[src/rtl/shift_pkg.sv]
// Shared shifter definitions: shift-type encoding, sequencer states and count width.
package shift_pkg;

  localparam logic [1:0] SH_LSL = 2'b00;
  localparam logic [1:0] SH_LSR = 2'b01;
  localparam logic [1:0] SH_ASR = 2'b10;
  localparam logic [1:0] SH_ROR = 2'b11;

  // Step count holds up to WIDTH+1 (LSL/LSR by 33 at WIDTH=32).
  localparam int unsigned K_W = 6;

  typedef enum logic [1:0] {
    IDLE = 2'd0,
    RUN  = 2'd1,
    DONE = 2'd2
  } state_t;

endpackage

[src/rtl/shift_count_calc.sv]
// Converts a register shift amount and type into the number of 1-bit steps to run.
module shift_count_calc
  import shift_pkg::*;
#(
  parameter int unsigned WIDTH = 32,
  parameter int unsigned AMT_W = 8
) (
  input  logic [AMT_W-1:0] amt,
  input  logic [1:0]       shtype,
  input  logic             rrx,
  output logic [K_W-1:0]   k
);

  localparam int unsigned LOG_W = $clog2(WIDTH);

  logic [LOG_W-1:0] amt_lo;

  assign amt_lo = amt[LOG_W-1:0];

  // Clamp so that over-range shifts leave exactly the architectural result.
  always_comb begin
    k = '0;
    case (shtype)
      SH_LSL, SH_LSR: k = (amt > AMT_W'(WIDTH + 1)) ? K_W'(WIDTH + 1) : K_W'(amt);
      SH_ASR:         k = (amt > AMT_W'(WIDTH)) ? K_W'(WIDTH) : K_W'(amt);
      default: begin
        if (rrx)
          k = K_W'(1);
        else if (amt_lo != '0)
          k = K_W'(amt_lo);
        else if (amt != '0)
          k = K_W'(WIDTH);
        else
          k = '0;
      end
    endcase
  end

endmodule

[src/rtl/shift_seq.sv]
// Multi-cycle register-amount shifter: one bit per clock, start/done handshake, carry-out.
module shift_seq
  import shift_pkg::*;
#(
  parameter int unsigned WIDTH = 32,
  parameter int unsigned AMT_W = 8
) (
  input  logic             clk,
  input  logic             reset,
  input  logic             start,
  input  logic [WIDTH-1:0] a,
  input  logic [AMT_W-1:0] amt,
  input  logic [1:0]       shtype,
  input  logic             rrx,
  input  logic             cin,
  output logic             busy,
  output logic             done,
  output logic [WIDTH-1:0] y,
  output logic             cout
);

  state_t           state;
  logic [K_W-1:0]   k_q;
  logic [K_W-1:0]   k_c;
  logic [1:0]       type_q;
  logic             rrx_q;
  logic [WIDTH-1:0] y_step;
  logic             c_step;

  shift_count_calc #(
    .WIDTH (WIDTH),
    .AMT_W (AMT_W)
  ) u_count (
    .amt    (amt),
    .shtype (shtype),
    .rrx    (rrx),
    .k      (k_c)
  );

  // One 1-bit step of the latched operation; cout doubles as the carry register.
  always_comb begin
    y_step = y;
    c_step = cout;
    case (type_q)
      SH_LSL: begin
        c_step = y[WIDTH-1];
        y_step = {y[WIDTH-2:0], 1'b0};
      end
      SH_LSR: begin
        c_step = y[0];
        y_step = {1'b0, y[WIDTH-1:1]};
      end
      SH_ASR: begin
        c_step = y[0];
        y_step = {y[WIDTH-1], y[WIDTH-1:1]};
      end
      default: begin
        c_step = y[0];
        y_step = {(rrx_q ? cout : y[0]), y[WIDTH-1:1]};
      end
    endcase
  end

  always_ff @(posedge clk or posedge reset) begin
    if (reset) begin
      state  <= IDLE;
      k_q    <= '0;
      type_q <= SH_LSL;
      rrx_q  <= 1'b0;
      busy   <= 1'b0;
      done   <= 1'b0;
      y      <= '0;
      cout   <= 1'b0;
    end else begin
      case (state)
        IDLE: begin
          done <= 1'b0;
          if (start) begin
            y      <= a;
            cout   <= cin;
            type_q <= shtype;
            rrx_q  <= rrx;
            k_q    <= k_c;
            busy   <= 1'b1;
            if (k_c != '0) begin
              state <= RUN;
            end else begin
              state <= DONE;
              done  <= 1'b1;
            end
          end
        end
        RUN: begin
          y    <= y_step;
          cout <= c_step;
          k_q  <= k_q - K_W'(1);
          if (k_q == K_W'(1)) begin
            state <= DONE;
            done  <= 1'b1;
          end
        end
        DONE: begin
          done  <= 1'b0;
          busy  <= 1'b0;
          state <= IDLE;
        end
        default: begin
          done  <= 1'b0;
          busy  <= 1'b0;
          state <= IDLE;
        end
      endcase
    end
  end

endmodule

[config.mk]
export PLATFORM = sky130hd
export DESIGN_NAME = shift_seq
export DESIGN_NICKNAME = d
export VERILOG_FILES = /design/src/rtl/shift_pkg.sv /design/src/rtl/shift_count_calc.sv /design/src/rtl/shift_seq.sv
export SDC_FILE = /design/constraint.sdc
export NUM_CORES = 1
export LEC_CHECK = 0
export CAP_MARGIN = 10
export CORE_MARGIN = 2
export CORE_UTILIZATION = 43
export DETAILED_ROUTE_END_ITERATION = 7
export PLACE_DENSITY = 0.84
export SLEW_MARGIN = 20
export SYNTH_ARGS = -nofsm -noshare
export SYNTH_HDL_FRONTEND = slang
export SYNTH_HIERARCHICAL = 1
export SYNTH_SLANG_ARGS = --single-unit
export TNS_END_PERCENT = 50
[constraint.sdc]
create_clock -name clk -period 1.4 [get_ports clk]
set_input_delay 0.35 -clock clk [delete_from_list [all_inputs] [get_ports clk]]
set_output_delay 0.35 -clock clk [all_outputs]
set_load 0.01 [all_outputs]
==> results of run 1 <==
==> stage by stage <==
step	worst slack [ps]	hold slack, ps
floorplan	-67.77	366.9
global placement	-632.5	483.5
detailed placement	-690.7	491.4
CTS	-88.32	449.8
global route	-76.43	305.4
finish	-61.47	317.9
==> Yosys cell counts (2+ instances only) <==
master,instances,area (µm²)
nor4_1,2,12.51
buf_2,4,20.02
o21ai_1,7,35.03
a31oi_1,4,25.02
buf_6,3,33.78
a21oi_1,7,35.03
nor2b_1,2,12.51
o211ai_1,11,82.58
and2_1,6,37.54
a32oi_1,11,96.34
mux2i_1,32,320.3
nor3_1,2,10.01
a22oi_1,22,165.2
o21ai_0,20,100.1
nand2b_1,2,12.51
nor2_1,7,26.28
ha_1,2,25.02
buf_4,8,60.06
mux2_2,4,45.04
clkbuf_1,4,15.01
dfrtp_1,46,1151
a2bb2oi_1,2,17.52
nand2_1,17,63.81
inv_1,10,37.54
nor3b_1,2,15.01
==> kinds of logic after synthesis <==
group	count (synthesis)	share of synthesized area (%)
AO/OA/AOI/OAI	97	25.06
AND/OR/NAND/NOR	50	10.82
flip-flops	46	43.09
multiplexers	36	13.68
buffers and inverters	30	6.417
adder cells (fa/ha/maj)	2	0.9366
==> per-layer routing <==
metal / part of all wire, % / vias up / track usage [%]
met5: 0 / - / 0
met1: 43 / 1282 / 30.61
met4: 2.1 / 0 / 6.706
met3: 6.3 / 15 / 4.970
li1: - / 1251 / -
met2: 48 / 108 / 37.24
==> cell type report <==
type,instances,area [µm²],share of cell area (%)
clock buffers,7,86.33,2.083
clock inverters,1,5.005,0.1207
inverters,10,41.29,0.9961
flip-flops and latches,46,1154,27.83
multi-input cells,185,1499,36.16
repair buffers,139,1266,30.55
well taps,75,93.84,2.264
==> worst max path at each step <==
stage / end / slack (ps) / cells after the start
after global placement: done / -630 / 7
final: k_q[0] / -60 / 8
after detailed placement: done / -690 / 7
after CTS: done / -90 / 7
after global routing: done / -80 / 7
after floorplan: state[0] / -70 / 6
==> registers in the layout, summed over array words and instances, names as in the netlist <==
register and count:
done 1, busy 1, y 32, state 2
rrx_q 1, k_q 6, cout 1, type_q 2
==> placed cells by master (no fill, tap or decap), drive strengths merged, types with 2 or more instances in the layout <==
cell type and instances:
a21oi 7, a22oi 22, a2bb2oi 2, a31oi 4
a32oi 11, and2 6, buf 64, clkbuf 9
clkdlybuf4s15 8, clkdlybuf4s50 34, dfrtp 46, dlygate4sd2 31
ha 2, inv 9, mux2 4, mux2i 32
nand2 17, nand2b 2, nor2 8, nor2b 2
nor3 3, nor3b 4, nor4 2, o211ai 11
o21ai 27
==> power by group <==
part | internal (mW) | switching, mW | total [mW] | leakage, nW
Sequential | 1.97 | 0.552 | 2.52 | 0.567
Combinational | 2.62 | 2.44 | 5.06 | 1.19
Clock | 0.399 | 0.445 | 0.844 | 0.0482
==> worst reg2reg max path, cell delays in order (launching register included) <==
cell,delay [ps]
dfrtp_2,470
nor3b_4,370
buf_4,190
mux2_4,290
==> timing repair <==
item | CTS | global route
gates resized for setup | 95 | 22
pin swaps | 16 | 11
cloned | 0 | 0
setup endpoints to repair | 79 | 30
buffers inserted | 9 | 4
hold buffers | 0 | 0
==> impl_metrics.py, run 1 <==
metrics = {
    "setup_path": {
        "start_kind": "primary input",
        "worstPathMaxFanout": 2,
        "crit_path_top_delay_cell": "or3_4",
        "rr_endpoint": "type_q[0]",
        "worstReg2RegStart": "state[0]",
        "worstRegToRegCells": 3,
        "path_buf_inv": 2,
        "crit_top_cell": "buf_6",
        "max_stage_delay_ps": 400,
        "cpLargestDelayFamily": "compound AO/OA/AOI/OAI gates",
        "critPathKind": "in2reg",
        "worstSetupStartpoint": "amt[5]",
        "worstPathCellList": "buf_6 -> or3_4 -> a22o_4 -> o21ai_4 -> buf_6 -> a21oi_4 -> o21ai_2 -> o31a_1",
        "r2r_slack_ps": -20,
        "arrival_ps": 1700,
        "cp.required_ps": 1640,
        "endpoint_kind": "register",
    },
    "timing": {
        "hold_violations": 0,
        "rsz0062_at_grt": "yes",
        "worst_pin_slew_ps": 498.1,
        "period_share_pct": 104.4,
        "setup_viol": 3,
        "setup_tns_ps": -98.86,
        "worst_slack_ps": -61.47,
        "fmaxAchievable_mhz": 684.2,
        "fin_crit_ps": 1461,
        "drv_slew": 0,
        "slew_headroom_pct": 66.76,
        "fin_skew_ps": 5.347,
    },
    "min_path": {
        "hold_start": "shtype[0]",
        "whs_path_depth": 2,
        "hold-path-endpoint": "type_q[0]",
        "hold_path_class": "in2reg",
    },
    "route": {
        "drt-total-wl_um": 7951,
        "vias": 2656,
        "first_iter_violations": 194,
        "post-route-drc-count": 0,
        "dr.pass1.iters": 5,
        "detail_route.vias_per_cell": 5.737,
        "wl_per_cell_um": 17.17,
        "drtAntennaViolNets": 0,
    },
    "logic_synthesis": {
        "synth_cells": 261,
        "syn-cell-area_um2": 2671,
        "yosys.cell_types.count": 49,
        "ys_seq_elements": 46,
        "syn_nets": 310,
        "avgSynthCellArea_um2": 10.23,
        "synthArstFlopShare_pct": 100.0,
        "ys_warn_count": 6,
        "seq_area_frac_synth_pct": 43.09,
        "synth_edf_count": 0,
        "synthFlopType": "dfrtp_1",
    },
    "flow_run": {
        "drv_cap": 0,
    },
    "outcome": {
        "violations": "negative setup slack",
        "status": "complete, but fails checks",
    },
    "placed_design": {
        "dp_hpwl_um": 5436,
        "place_congestion": 0.8274,
        "placed_cell_area_um2": 3851,
        "io_buffer_count": 81,
        "dp.cells": 442,
    },
    "clock_tree": {
        "cts_tree": "built",
        "cts_buffer_depth": 2,
        "htree_levels": 2,
        "root_buffer": "clkbuf_8",
        "cts_sinks": 46,
        "clk-insertion-delay-late_ps": 300,
        "path_clk_slew_ps": 90,
        "cts_made_buffers": 5,
    },
    "pwr": {
        "p_total_mw": 8.420,
        "power.density_nw_per_um2": 2031,
        "ir_drop_mv": 1.170,
        "leakage_nw": 1.801,
    },
    "global_routing": {
        "grt_pass1_wl_um": 12900,
        "grt_pass1_vias": 2596,
        "grt_max_degree": 47,
        "overflow": 0,
        "antenna_found_initial": 0,
        "grt_usage_pct": 22.84,
    },
    "cells_and_area": {
        "num_antenna_cells": 0,
        "stdcell_count": 463,
        "fill_cells": 473,
        "syn2layout_area_growth_pct": 55.18,
        "final_net_count": 436,
        "finalCoreUtilization_pct": 69.60,
        "fin_area_um2": 4145,
        "drive_above_1_share_pct": 27.58,
    },
    "die": {
        "fp.dieArea_um2": 6859,
        "placeableCoreArea_um2": 5956,
        "start_util_pct": 44.85,
        "io_pins": 82,
        "rows": 28,
        "fp.dieW_um": 82.82,
        "fp.dieH_um": 82.82,
    },
}
No activity file was read; power rests on OpenSTA's default activity.
==> inputs of run 2 (changes only) <==
--- a/config.mk
+++ b/config.mk
@@ -8,5 +8,5 @@
 export CAP_MARGIN = 10
-export CORE_MARGIN = 2
 export CORE_UTILIZATION = 43
 export DETAILED_ROUTE_END_ITERATION = 7
+export MAX_ROUTING_LAYER = met4
 export PLACE_DENSITY = 0.84
==> constraint.sdc (replaced) <==
create_clock -name clk -period 1.4 [get_ports clk]
set_input_delay 0.14 -clock clk [delete_from_list [all_inputs] [get_ports clk]]
set_output_delay 0.14 -clock clk [all_outputs]
set_load 0.01 [all_outputs]
==> run 2 against run 1 <==
  * Sequential share of layout area increased by 1.4 points
  * Final area decreased by 4.8%
  * Largest power group unchanged
  * Critical endpoint is now type_q[1]
  * Non-clock buffer count decreased by 22
  * The run now ends clean
==> impl_metrics.py, run 2 (synthesis results as in run 1) <==
metrics = {
    "setup_path": {
        "cp.required_ps": 1590,
        "crit_path_top_delay_cell": "clkdlybuf4s50_1",
        "worstPathMaxFanout": 6,
        "path_buf_inv": 2,
        "max_stage_delay_ps": 620,
        "endpoint_kind": "register",
        "arrival_ps": 1540,
        "critPathKind": "in2reg",
        "start_kind": "primary input",
        "cpLargestDelayFamily": "buffers and inverters",
        "worstPathCellList": "clkdlybuf4s50_1 -> nor3b_4 -> buf_4 -> mux2_2",
    },
    "die": {
        "fp.dieW_um": 80.82,
        "start_util_pct": 44.85,
        "io_pins": 82,
        "fp.dieH_um": 80.82,
        "placeableCoreArea_um2": 5956,
        "rows": 28,
        "fp.dieArea_um2": 6532,
    },
    "cells_and_area": {
        "fin_area_um2": 3945,
        "syn2layout_area_growth_pct": 47.68,
        "reg_top3": "y (32), k_q (6)",
        "num_antenna_cells": 0,
        "finalCoreUtilization_pct": 66.24,
        "stdcell_count": 441,
        "final_net_count": 414,
        "largest_reg_flops": 32,
        "layout_common_cells": "dfrtp_1, clkdlybuf4s50_1, mux2i_1, buf_4, dlygate4sd2_1",
        "regMostFlops": "y",
        "drive_above_1_share_pct": 20.49,
    },
    "timing": {
        "fin_skew_ps": 9.567,
        "period_share_pct": 96.41,
        "fmaxAchievable_mhz": 740.9,
        "setup_viol": 0,
        "rsz0062_at_grt": "yes",
        "drv_slew": 0,
        "fin_crit_ps": 1350,
        "setup_tns_ps": 0,
        "hold_violations": 0,
        "slew_headroom_pct": 68.06,
        "worst_pin_slew_ps": 478.6,
    },
    "global_routing": {
        "grt_util_met1_pct": 32.46,
        "grt_pass1_wl_um": 12000,
        "grt_usage_pct": 24.62,
        "grt_util_met3_pct": 4.270,
        "grt_pass1_vias": 2478,
        "grt_busiest_layer": "met2",
        "overflow": 0,
        "met2_usage_pct": 38.07,
        "grt_max_degree": 47,
        "antenna_found_initial": 0,
    },
    "clock_tree": {
        "cts_tree": "built",
        "clk-insertion-delay-late_ps": 310,
        "cts_buffer_depth": 2,
        "cts_made_buffers": 5,
        "cts_sinks": 46,
        "htree_levels": 2,
        "path_clk_slew_ps": 90,
        "root_buffer": "clkbuf_8",
    },
    "route": {
        "dr.pass1.iters": 4,
        "first_iter_violations": 131,
        "detail_route.vias_per_cell": 5.825,
        "vias": 2569,
        "drtAntennaViolNets": 0,
        "drt-total-wl_um": 7538,
        "wl_per_cell_um": 17.09,
        "post-route-drc-count": 0,
    },
    "outcome": {
        "status": "completed",
    },
    "placed_design": {
        "dp.cells": 422,
        "placed_cell_area_um2": 3686,
        "place_congestion": 0.7993,
        "io_buffer_count": 81,
        "dp_hpwl_um": 5088,
    },
    "pwr": {
        "ir_drop_mv": 1.268,
        "leakage_nw": 1.719,
        "power.density_nw_per_um2": 2013,
    },
    "flow_run": {
        "drv_cap": 0,
    },
    "min_path": {
        "hold_path_class": "in2async",
    },
}
[run 2: path summary, 6_finish.rpt]
kind | startpoint | endpoint | slack (ps) | cells after the start
worst min-delay path | reset | y[24] | 190 | 3
worst min register to register | busy | busy | 510 | 2
max in group asynchronous | reset | state[0] | 990 | 3
min in group clk | shtype[0] | type_q[0] | 230 | 2
worst max register to register | state[1] | type_q[1] | 60 | 3
worst max-delay path | start | type_q[1] | 50 | 4
[run 2: cell type report]
class | count | area, µm²
fill | 510 | 2011
multi-input combinational | 185 | 1463
sequential | 46 | 1155
timing repair buffer | 117 | 1105
tap | 75 | 93.84
clock buffer | 7 | 86.33
inverter | 10 | 37.54
clock inverter | 1 | 5.005
[run 2: repair_timing]
item / CTS / global route
resized for setup: 55 / 22
pin swaps: 9 / 8
setup buffers: 11 / 0
endpoints found under the setup margin: 51 / 22
hold buffers: 0 / 0
hold endpoints to repair: 0 / 0
[run 2: routing by layer]
layer	share of wire (%)	wire [µm]
met5	0	0
met4	1.4	108
met3	5.4	408
met2	49	3700
met1	44	3320
[run 2: power by group]
part	switching (mW)	internal (mW)
Sequential	0.690	1.97
Clock	0.451	0.399
Combinational	2.11	2.32
Total	3.25	4.69
[run 2: worst reg2reg max path: cells and delay by family (launching register included)]
kind / cells / cell delay (ps)
buffers and inverters: 1 / 180
DFF: 1 / 480
muxes: 1 / 350
and+or+nand+nor: 1 / 230
[run 2: through the flow]
stage                     setup slack, ps  total power, mW  hold slack, ps
after global routing               -36.45            8.505           221.0
after global placement             -567.0            6.905           485.8
after floorplan                     4.034            5.177           291.7
final                               50.23            7.942           185.2
after CTS                           1.425            7.917           191.1
after detailed placement           -664.0            7.077           489.6
==> inputs of run 3 (changes only) <==
==> constraint.sdc (replaced) <==
create_clock -name clk -period 1.4 [get_ports clk]
set_input_delay 0.21 -clock clk [delete_from_list [all_inputs] [get_ports clk]]
set_output_delay 0.21 -clock clk [all_outputs]
set_load 0.01 [all_outputs]
==> run 3 against run 2 <==
  * Maximum frequency down 0.41%
  * Highest routed layer unchanged
  * Largest cell class unchanged
  * Global-route usage up 1.7 points
  * First-iteration DRC count up 9.2%
==> impl_metrics.py, run 3 (synthesis results as in run 1) <==
metrics = {
    "die": {
        "fp.dieArea_um2": 6532,
        "io_pins": 82,
        "rows": 28,
        "fp.dieH_um": 80.82,
        "fp.dieW_um": 80.82,
        "start_util_pct": 44.85,
        "placeableCoreArea_um2": 5956,
    },
    "placed_design": {
        "dp_hpwl_um": 5368,
        "io_buffer_count": 81,
        "dp.cells": 428,
        "pre_cts_ws_ps": -588.7,
        "place_congestion": 0.7922,
        "placed_cell_area_um2": 3739,
    },
    "route": {
        "first_iter_violations": 143,
        "dr.pass1.iters": 4,
        "drt-total-wl_um": 7922,
        "drtAntennaViolNets": 0,
        "detail_route.vias_per_cell": 5.730,
        "wl_per_cell_um": 17.11,
        "post-route-drc-count": 0,
        "vias": 2653,
    },
    "timing": {
        "hold_violations": 0,
        "fmaxAchievable_mhz": 737.9,
        "rsz0062_at_grt": "yes",
        "worst_pin_slew_ps": 373.9,
        "fin_crit_ps": 1355,
        "fin_skew_ps": 6.229,
        "worst_slack_ps": 44.74,
        "drv_slew": 0,
        "setup_viol": 0,
        "period_share_pct": 96.80,
        "slew_headroom_pct": 75.07,
    },
    "global_routing": {
        "antenna_found_initial": 0,
        "grt_pass1_wl_um": 12710,
        "overflow": 0,
        "grt_max_degree": 47,
        "grt_usage_pct": 26.30,
        "grt_pass1_vias": 2605,
    },
    "cells_and_area": {
        "layout_commonest_cell": "buf_4",
        "fill_cells": 486,
        "num_antenna_cells": 0,
        "reg_top3": "y (32), k_q (6)",
        "finalCoreUtilization_pct": 68.74,
        "regMostFlops": "y",
        "stdcell_count": 463,
        "final_net_count": 436,
        "layout_common_cells": "buf_4, dfrtp_1, dlygate4sd2_1, clkdlybuf4s50_1, mux2i_1",
        "drive_above_1_share_pct": 23.97,
        "fin_area_um2": 4094,
        "syn2layout_area_growth_pct": 53.26,
        "largest_reg_flops": 32,
    },
    "pwr": {
        "combinationalPowerShare_pct": 58.6,
        "pwr-share-seq_pct": 29.6,
        "p_int_mw": 5.062,
        "p_sw_mw": 3.387,
        "clockPowerShare_pct": 11.8,
        "power.density_nw_per_um2": 2064,
        "switching_share_pct": 40.09,
        "leakage_nw": 1.813,
        "ir_drop_mv": 1.378,
    },
    "setup_path": {
        "worstSetupPathDepth": 7,
        "cp.required_ps": 1580,
        "worstPathCellList": "dlygate4sd2_1 -> or3_4 -> mux2i_4 -> and2_4 -> nor3b_1 -> a21oi_1 -> a311oi_1",
        "crit_end": "done",
        "rr_endpoint": "type_q[1]",
        "path_buf_inv": 1,
        "worstPathMaxFanout": 4,
        "r2r_slack_ps": 50,
        "start_kind": "primary input",
        "endpoint_kind": "register",
        "crit_path_top_delay_cell": "or3_4",
        "arrival_ps": 1540,
        "critPathKind": "in2reg",
        "cpLargestDelayFamily": "simple AND/OR/NAND/NOR gates",
        "max_stage_delay_ps": 380,
        "worstSetupStartpoint": "amt[6]",
        "worstReg2RegStart": "state[0]",
        "worstRegToRegCells": 3,
    },
    "clock_tree": {
        "cts_tree": "built",
        "root_buffer": "clkbuf_8",
        "clk-insertion-delay-late_ps": 310,
        "cts_made_buffers": 5,
        "cts_sinks": 46,
        "cts_buffer_depth": 2,
        "path_clk_slew_ps": 90,
        "htree_levels": 2,
    },
    "min_path": {
        "hold_path_class": "in2async",
    },
    "outcome": {
        "status": "completed",
    },
    "flow_run": {
        "drv_cap": 0,
    },
}
==> run 3: cell types whose count changed in the layout (fill, tap and decap cells not counted), sizes merged <==
cell and change:
clkdlybuf4s15 -2, clkbuf -3, bufinv +1, clkinv -1
dlymetal6s2s -4, clkinvlp +1, dlygate4sd2 +17, buf +22
clkdlybuf4s50 -9
==> run 3: worst reg2reg max path: stages, from the launching register on <==
cell	delay [ps]
dfrtp_2	480
nor3b_4	240
buf_4	190
mux2_2	330
==> run 3: layer usage <==
metal / vias up / GRT usage (%) / share of wire (%)
met4: 0 / 7.143 / 1.4
li1: 1252 / - / -
met5: - / - / 0
met3: 9 / 3.820 / 5.2
met2: 96 / 43.36 / 49
met1: 1296 / 33.69 / 44
==> run 3: worst min-delay path by stage <==
stage	slack [ps]	cells after the start	from	end
4_1_cts	260	3	reset	y[19]
2_1_floorplan	360	1	rrx	rrx_q
5_1_grt	280	3	reset	y[19]
3_5_place_dp	500	2	busy	busy
3_3_place_gp	480	2	busy	busy
6_report	250	3	reset	y[19]
==> run 3: per-stage QoR <==
stage,TNS (ps),hold slack (ps),total power [mW]
floorplan,0,361.7,5.178
global placement,-14720,480.7,6.944
detailed placement,-16350,498.8,7.133
CTS,0,256.2,8.312
global route,-43.17,278.1,9.011
finish,0,249.4,8.449
==> run 3: power groups by stage <==
stage                     Clock [mW]  Combinational [mW]  Sequential [mW]
after floorplan                    0                2.45             2.73
after global placement             0                4.26             2.68
after detailed placement           0                4.42             2.71
after CTS                       1.02                4.82             2.48
after global routing            1.07                5.35             2.59
final                           1.00                4.95             2.50
==> run 3: what timing repair did <==
| action | 4_1_cts | 5_1_grt |
|---|---|---|
| buffers inserted | 23 | 4 |
| gates cloned | 0 | 0 |
| pin swaps | 9 | 6 |
| resized for setup | 66 | 10 |
| hold buffers | 0 | 0 |
| setup endpoints to repair | 77 | 28 |
==> run 3: area by class of cell <==
cell class | instances | area (µm²) | share of cell area, %
repair buffers | 139 | 1252 | 30.59
inverters | 10 | 37.54 | 0.9169
clock buffers | 6 | 72.57 | 1.773
well taps | 75 | 93.84 | 2.292
clock inverters | 2 | 37.54 | 0.9169
flip-flops and latches | 46 | 1154 | 28.18
multi-input cells | 185 | 1446 | 35.33
